<file path="config.mk">
export PLATFORM = sky130hd
export DESIGN_NAME = ps2_mouse_rx
export DESIGN_NICKNAME = d
export VERILOG_FILES = /design/src/rtl/ps2_mouse_rx.sv
export SDC_FILE = /design/constraint.sdc
export NUM_CORES = 1
export LEC_CHECK = 0
export ABC_AREA = 1
export BUFFER_PORTS_ARGS = -buffer_cell sky130_fd_sc_hd__buf_2
export CAP_MARGIN = 25
export CORE_MARGIN = 1.5
export CORE_UTILIZATION = 50
export DETAILED_ROUTE_END_ITERATION = 16
export PLACE_DENSITY_LB_ADDON = 0.2
export SYNTH_ARGS = -nofsm -noshare
export SYNTH_HDL_FRONTEND = slang
export SYNTH_SLANG_ARGS = --single-unit
</file>
<file path="constraint.sdc">
create_clock -name Clk -period 4.95 [get_ports Clk]
set_clock_uncertainty 0.1 [all_clocks]
set_input_delay 0.99 -clock Clk [delete_from_list [all_inputs] [get_ports Clk]]
set_output_delay 0.99 -clock Clk [all_outputs]
set_load 0.02 [all_outputs]
</file>
<file path="src/rtl/ps2_mouse_rx.sv">
`timescale 1ns/1ps
// ps2_mouse_rx: receive-only PS/2 mouse front end.
// Deserialises device-driven PS2_CLK/PS2_DAT into 11-bit frames and assembles
// 3-byte stream-mode movement packets into registered dx/dy/button outputs.
// Ports:
//   Clk, Reset_n          - system clock, async active-low reset
//   PS2_CLK, PS2_DAT      - raw PS/2 lines, asynchronous to Clk
//   new_data              - one-cycle strobe, packet committed
//   dx, dy                - 9-bit two's-complement movement, saturated on overflow
//   m1, m2, m3            - left / right / middle buttons
//   frame_err             - one-cycle strobe on any dropped frame or packet
module ps2_mouse_rx #(
  parameter int SYNC_STAGES    = 2,
  parameter int FILTER_LEN     = 8,
  parameter int TIMEOUT_CYCLES = 50000
) (
  input  logic       Clk,
  input  logic       Reset_n,
  input  logic       PS2_CLK,
  input  logic       PS2_DAT,
  output logic       new_data,
  output logic [8:0] dx,
  output logic [8:0] dy,
  output logic       m1,
  output logic       m2,
  output logic       m3,
  output logic       frame_err
);

  localparam int FCW = $clog2(FILTER_LEN + 1);
  localparam int WDW = $clog2(TIMEOUT_CYCLES + 1);

  typedef enum logic [1:0] {
    S_IDLE   = 2'd0,
    S_DATA   = 2'd1,
    S_PARITY = 2'd2,
    S_STOP   = 2'd3
  } state_e;

  state_e             state_q, state_d;
  logic [SYNC_STAGES-1:0] clk_sync_q, dat_sync_q;
  logic               clk_sync_s, dat_sync_s;
  logic [FCW-1:0]     flt_cnt_q, flt_cnt_d;
  logic               flt_clk_q, flt_clk_d, flt_prev_q;
  logic               bit_evt_q, bit_dat_q;
  logic [2:0]         bit_cnt_q;
  logic [7:0]         shift_q, b0_q, b1_q;
  logic               par_q;
  logic [1:0]         idx_q;
  logic [WDW-1:0]     wd_q;
  logic               new_data_q, frame_err_q, m1_q, m2_q, m3_q;
  logic [8:0]         dx_q, dy_q;
  logic               stop_s, byte_ok_s, byte_bad_s, sync_bad_s, commit_s;
  logic               wd_active_s, wd_expire_s, err_s;

  // Overflow saturation: a set overflow flag pins the value to the extreme of its sign.
  function automatic logic [8:0] sat9(input logic ovf, input logic sgn, input logic [7:0] mag);
    if (ovf) begin
      sat9 = sgn ? 9'h100 : 9'h0FF;
    end else begin
      sat9 = {sgn, mag};
    end
  endfunction

  // Odd parity over data plus parity bit.
  function automatic logic odd_par_ok(input logic [7:0] data, input logic par);
    odd_par_ok = ^{data, par};
  endfunction

  assign clk_sync_s = clk_sync_q[SYNC_STAGES-1];
  assign dat_sync_s = dat_sync_q[SYNC_STAGES-1];

  // Synchronisers; idle bus level is high so reset to ones.
  always_ff @(posedge Clk or negedge Reset_n) begin
    if (!Reset_n) begin
      clk_sync_q <= '1;
      dat_sync_q <= '1;
    end else begin
      clk_sync_q <= {clk_sync_q[SYNC_STAGES-2:0], PS2_CLK};
      dat_sync_q <= {dat_sync_q[SYNC_STAGES-2:0], PS2_DAT};
    end
  end

  // Glitch filter: level follows only after FILTER_LEN consecutive differing samples.
  always_comb begin
    flt_clk_d = flt_clk_q;
    flt_cnt_d = '0;
    if (clk_sync_s == flt_clk_q) begin
      flt_cnt_d = '0;
    end else if (flt_cnt_q == FCW'(FILTER_LEN - 1)) begin
      flt_clk_d = clk_sync_s;
      flt_cnt_d = '0;
    end else begin
      flt_cnt_d = flt_cnt_q + FCW'(1);
    end
  end

  // Filter state plus registered falling-edge bit event with its data sample.
  always_ff @(posedge Clk or negedge Reset_n) begin
    if (!Reset_n) begin
      flt_cnt_q  <= '0;
      flt_clk_q  <= 1'b1;
      flt_prev_q <= 1'b1;
      bit_evt_q  <= 1'b0;
      bit_dat_q  <= 1'b1;
    end else begin
      flt_cnt_q  <= flt_cnt_d;
      flt_clk_q  <= flt_clk_d;
      flt_prev_q <= flt_clk_q;
      bit_evt_q  <= flt_prev_q & ~flt_clk_q;
      bit_dat_q  <= dat_sync_s;
    end
  end

  // Frame FSM state register.
  always_ff @(posedge Clk or negedge Reset_n) begin
    if (!Reset_n) begin
      state_q <= S_IDLE;
    end else begin
      state_q <= state_d;
    end
  end

  // Frame FSM next state; a bit event takes priority over watchdog expiry.
  always_comb begin
    state_d = state_q;
    if (bit_evt_q) begin
      case (state_q)
        S_IDLE:   state_d = bit_dat_q ? S_IDLE : S_DATA;
        S_DATA:   state_d = (bit_cnt_q == 3'd7) ? S_PARITY : S_DATA;
        S_PARITY: state_d = S_STOP;
        S_STOP:   state_d = S_IDLE;
        default:  state_d = S_IDLE;
      endcase
    end else if (wd_expire_s) begin
      state_d = S_IDLE;
    end else begin
      state_d = state_q;
    end
  end

  // Frame FSM outputs: byte verdicts and error/commit decisions.
  always_comb begin
    stop_s      = bit_evt_q && (state_q == S_STOP);
    byte_ok_s   = stop_s && odd_par_ok(shift_q, par_q) && bit_dat_q;
    byte_bad_s  = stop_s && !byte_ok_s;
    sync_bad_s  = byte_ok_s && (idx_q == 2'd0) && !shift_q[3];
    commit_s    = byte_ok_s && (idx_q == 2'd2);
    wd_active_s = (state_q != S_IDLE) || (idx_q != 2'd0);
    wd_expire_s = !bit_evt_q && wd_active_s && (wd_q == WDW'(TIMEOUT_CYCLES - 1));
    err_s       = byte_bad_s || sync_bad_s || wd_expire_s;
  end

  // Frame datapath, packet byte index, and watchdog counter.
  always_ff @(posedge Clk or negedge Reset_n) begin
    if (!Reset_n) begin
      bit_cnt_q <= 3'd0;
      shift_q   <= 8'h00;
      par_q     <= 1'b0;
      idx_q     <= 2'd0;
      b0_q      <= 8'h00;
      b1_q      <= 8'h00;
      wd_q      <= '0;
    end else begin
      if (bit_evt_q && (state_q == S_IDLE)) begin
        bit_cnt_q <= 3'd0;
      end else if (bit_evt_q && (state_q == S_DATA)) begin
        bit_cnt_q <= bit_cnt_q + 3'd1;
        shift_q   <= {bit_dat_q, shift_q[7:1]};
      end else if (bit_evt_q && (state_q == S_PARITY)) begin
        par_q <= bit_dat_q;
      end else begin
        bit_cnt_q <= bit_cnt_q;
      end

      if (wd_expire_s || byte_bad_s || sync_bad_s || commit_s) begin
        idx_q <= 2'd0;
      end else if (byte_ok_s) begin
        idx_q <= idx_q + 2'd1;
        if (idx_q == 2'd0) begin
          b0_q <= shift_q;
        end else begin
          b1_q <= shift_q;
        end
      end else begin
        idx_q <= idx_q;
      end

      if (bit_evt_q || wd_expire_s || !wd_active_s) begin
        wd_q <= '0;
      end else begin
        wd_q <= wd_q + WDW'(1);
      end
    end
  end

  // Registered outputs; movement/buttons change only on commit.
  always_ff @(posedge Clk or negedge Reset_n) begin
    if (!Reset_n) begin
      new_data_q  <= 1'b0;
      frame_err_q <= 1'b0;
      dx_q        <= 9'h000;
      dy_q        <= 9'h000;
      m1_q        <= 1'b0;
      m2_q        <= 1'b0;
      m3_q        <= 1'b0;
    end else begin
      frame_err_q <= err_s;
      new_data_q  <= commit_s;
      if (commit_s) begin
        dx_q <= sat9(b0_q[6], b0_q[4], b1_q);
        dy_q <= sat9(b0_q[7], b0_q[5], shift_q);
        m1_q <= b0_q[0];
        m2_q <= b0_q[1];
        m3_q <= b0_q[2];
      end else begin
        dx_q <= dx_q;
      end
    end
  end

  assign new_data  = new_data_q;
  assign frame_err = frame_err_q;
  assign dx        = dx_q;
  assign dy        = dy_q;
  assign m1        = m1_q;
  assign m2        = m2_q;
  assign m3        = m3_q;

endmodule

</file>
==> implementation parameters <==
Parameter                              Value

Detailed routing
  Initial detailed-routing violation count ... 198
  Average routed wire per standard cell ... 12.1 um
  Iteration count of the initial detailed-routing pass ... 4
  Number of DRC violations after detailed routing ... 0
  Total number of vias ... 2,877
  Number of nets with antenna violations after routing ... 0
  Wire length after detailed routing ... 6.87 mm
  Detailed-route vias per instance ... 5.07

STA
  Worst Tran Pin Value ... 0.545 ns
  Number of hold violations in the final report ... 0
  Share of the clock period used by the worst path ... 45.6%
  Final worst path period need ... 2.26 ns
  Max frequency ... 443 MHz
  Slew headroom ... 63.6%
  Final worst hold slack ... 0.246 ns
  Endpoints failing setup ... 0
  Final WS setup ... 2.69 ns
  Max Slew Vio Count ... 0
  Setup TNS ... 0 ns
  Setup repair after global routing missed its margin ... no

Clock network
  Number of clock buffers inserted by TritonCTS ... 9
  Clk sink count ... 82
  Cell at the root of the clock tree ... clkbuf_8
  Skew-Pair Late Insertion Delay ... 0.35 ns
  Number of H-tree levels ... 3
  Clock edge transition at the registers on the reported setup and hold paths ... 0.08 ns
  Total setup buffers inserted after CTS ... 0
  Number of buffers on the longest clock path ... 2
  Count of cells resized by post-cts repair ... 0
  TritonCTS clock tree ... done
  Quantity of hold-fixing buffers added after cts ... 0

Placed design
  Half-perimeter wire length after detailed placement ... 4.76 mm
  Final RePlAce weighted congestion ... 0.806
  Post-Place Setup Slack ... 2.67 ns
  Number of buffers inserted by port buffering ... 26

Floorplan
  Number of primary I/O pins ... 27
  Floorplan core area ... 0.00729 mm^2
  Starting density of the core ... 52.2%
  Die outline area ... 0.00815 mm^2
  Chip height ... 90.3 um
  Count of standard-cell rows ... 31
  Width of the die ... 90.3 um

Global route
  Overflow left after global routing ... 0
  Antenna violations before repair ... 0
  Global Route Usage Sum ... 18.7%
  Largest net degree at the start of global routing ... 83
  First-pass GRT wire length ... 12.3 mm
  Via count of the first global-routing pass ... 2,708

Yosys
  Top cells by area, synth ... dfrtp_1, nand2_1, dfstp_2
  Largest area contributor in the synthesized netlist ... dfrtp_1
  Synth unique cells ... 35
  Number of cells produced by synthesis ... 436
  Post-synthesis average cell area ... 8.73 um^2
  Sequential element share of the synthesized area ... 54.1%
  Synthesized Nets ... 446
  Synth Warn # ... 0
  Netlist area before placement ... 0.00381 mm^2
  Share of the synthesized area in the top cell type ... 49.3%
  Post-synthesis register bit count ... 82

Setup path
  Cell with the largest stage delay on the worst path ... dfrtp_1
  R2R setup slack ... 2.69 ns
  Critical Path End Type ... register
  Worst Path Required ... 5.14 ns
  WP data arrival ... 2.45 ns
  Most used cell along the critical path ... nand2_1
  Nature of the critical path startpoint ... register
  Worst path cell trace ... inv_1 > nand2_1 > nand2_1 > nand2_1 > nand3_2 > nand2_1 > nand2_2 > nand4_1 > buf_4 > inv_1 > nand2_1 > nand2_1
  Worst Setup Path Type ... reg -> reg
  CP bufs+invs ... 3
  Peak per-stage delay on the critical path ... 0.48 ns
  Crit-path leading delay family ... buffers and inverters
  Top fanout value on the critical path ... 24

Run status
  Outcome ... finished, final reports clean

Final layout
  Fraction of final layout cells sized beyond drive strength 1 ... 14.9%
  Number of nets in the layout ... 474
  Number of antenna repair diodes ... 0
  Area added between synthesis and finish ... 12.1%

Power and ir drop
  Power per Cell Area ... 354 mW/mm^2
  VDD IR-drop max ... 0.239 mV
  Leakage power summed over all cells ... 2.17 nW

Hold path
  Worst hold path class ... reg -> reg

Job
  Number of maximum-capacitance constraint violations ... 0
==> cell usage after synthesis <==
library cell  count
a21oi_1           5
a21oi_4           1
a22o_1            2
a31oi_1           2
buf_1             2
buf_2             4
buf_4             2
buf_8             1
clkbuf_1          3
clkinv_1          1
dfrtp_1          75
dfstp_2           7
ha_1              6
inv_1            48
inv_2             3
mux2_2            1
nand2_1         141
nand2_2           3
nand3_1           9
nand3_2           3
nand3_4           1
nand3b_1          2
nand4_1          19
nand4_2           2
nor2_1           27
nor2_2            1
nor2_8            2
nor3_1           17
nor3b_1           4
nor4_1            3
nor4_4            1
o21a_1            2
o21ai_0          29
xnor2_1           5
xor2_1            2
==> layout by cell type (no fill, tap or decap), types with 2 or more instances in the layout <==
cell type and count:
xor2_1 2, nor2_8 2, o21ai_0 29, nand3b_1 2
nor2_1 27, inv_2 3, nor3_1 17, a31oi_1 2
clkbuf_8 11, nand4_2 2, o21a_1 2, a22o_1 2
a21oi_1 5, dfstp_2 7, nand2_2 3, xnor2_1 5
buf_2 25, nand3_2 3, inv_1 48, nand4_1 19
nor4_1 3, dfrtp_1 75, bufinv_16 2, ha_1 6
nand2_1 141, buf_4 3, nand3_1 9, nor3b_1 4
==> sequential cells by signal (all words and copies together), names as in the netlist, 2 cells and up <==
signal / count
b0_q: 7
b1_q: 8
bit_cnt_q: 3
clk_sync_q: 2
dat_sync_q: 2
dx: 9
dy: 9
flt_cnt_q: 4
idx_q: 2
shift_q: 8
state_q: 2
wd_q: 16
==> report_power, final <==
part           switching (W)  total [W]  internal (W)
Combinational       0.000132   0.000195     0.0000627
Clock               0.000240   0.000554      0.000314
Sequential         0.0000378   0.000759      0.000722
==> metal layers <==
layer / track usage, % / wire length [um] / part of all wire (%)
met1: 24.8 / 3280 / 48
met2: 30.1 / 3210 / 47
met3: 3.45 / 229 / 3.3
met4: 8.73 / 146 / 2.1
met5: 0 / 0 / 0
==> area by class of cell <==
class,count,area [um^2]
fillers,688,3030
clock inverters,5,85.1
multi-input cells,290,1480
well taps,99,124
clock buffers,11,151
inverters,52,195
repair buffers,29,168
flip-flops and latches,82,2060
==> logic make-up (layout without fill, tap and decap cells) <==
| group | Yosys count | count (layout) | share of synthesized area (%) |
|---|---|---|---|
| fa+ha+maj | 6 | 6 | 1.97 |
| simple gates | 235 | 235 | 29.0 |
| xor+xnor | 7 | 7 | 1.61 |
| buf+inv | 64 | 97 | 6.94 |
| compound gates | 41 | 41 | 6.08 |
| flops | 82 | 82 | 54.1 |
| mux | 1 | 1 | 0.296 |
==> final timing paths <==
path | startpoint | endpoint | depth (start not counted)
worst max-delay path | shift_q[3] | m3 | 12
min in group asynchronous | Reset_n | dy[2] | 1
worst min-delay path | dat_sync_q[0] | dat_sync_q[1] | 0
max in group asynchronous | Reset_n | flt_prev_q | 2
worst min register to register | dat_sync_q[0] | dat_sync_q[1] | 0
worst max register to register | shift_q[3] | m3 | 12
==> per-stage QoR <==
step | total power [W] | utilization, % | area [um^2] | std cells
global route | 0.00159 | 58.5 | 4270 | 568
floorplan | 0.000913 | - | 3810 | 436
detailed placement | 0.000967 | 55.0 | 4010 | 551
finish | 0.00151 | 58.5 | 4270 | 568
global placement | 0.000959 | 55.0 | 4010 | 551
CTS | 0.00152 | 58.2 | 4250 | 567
Power figures use the tool's default switching activity.
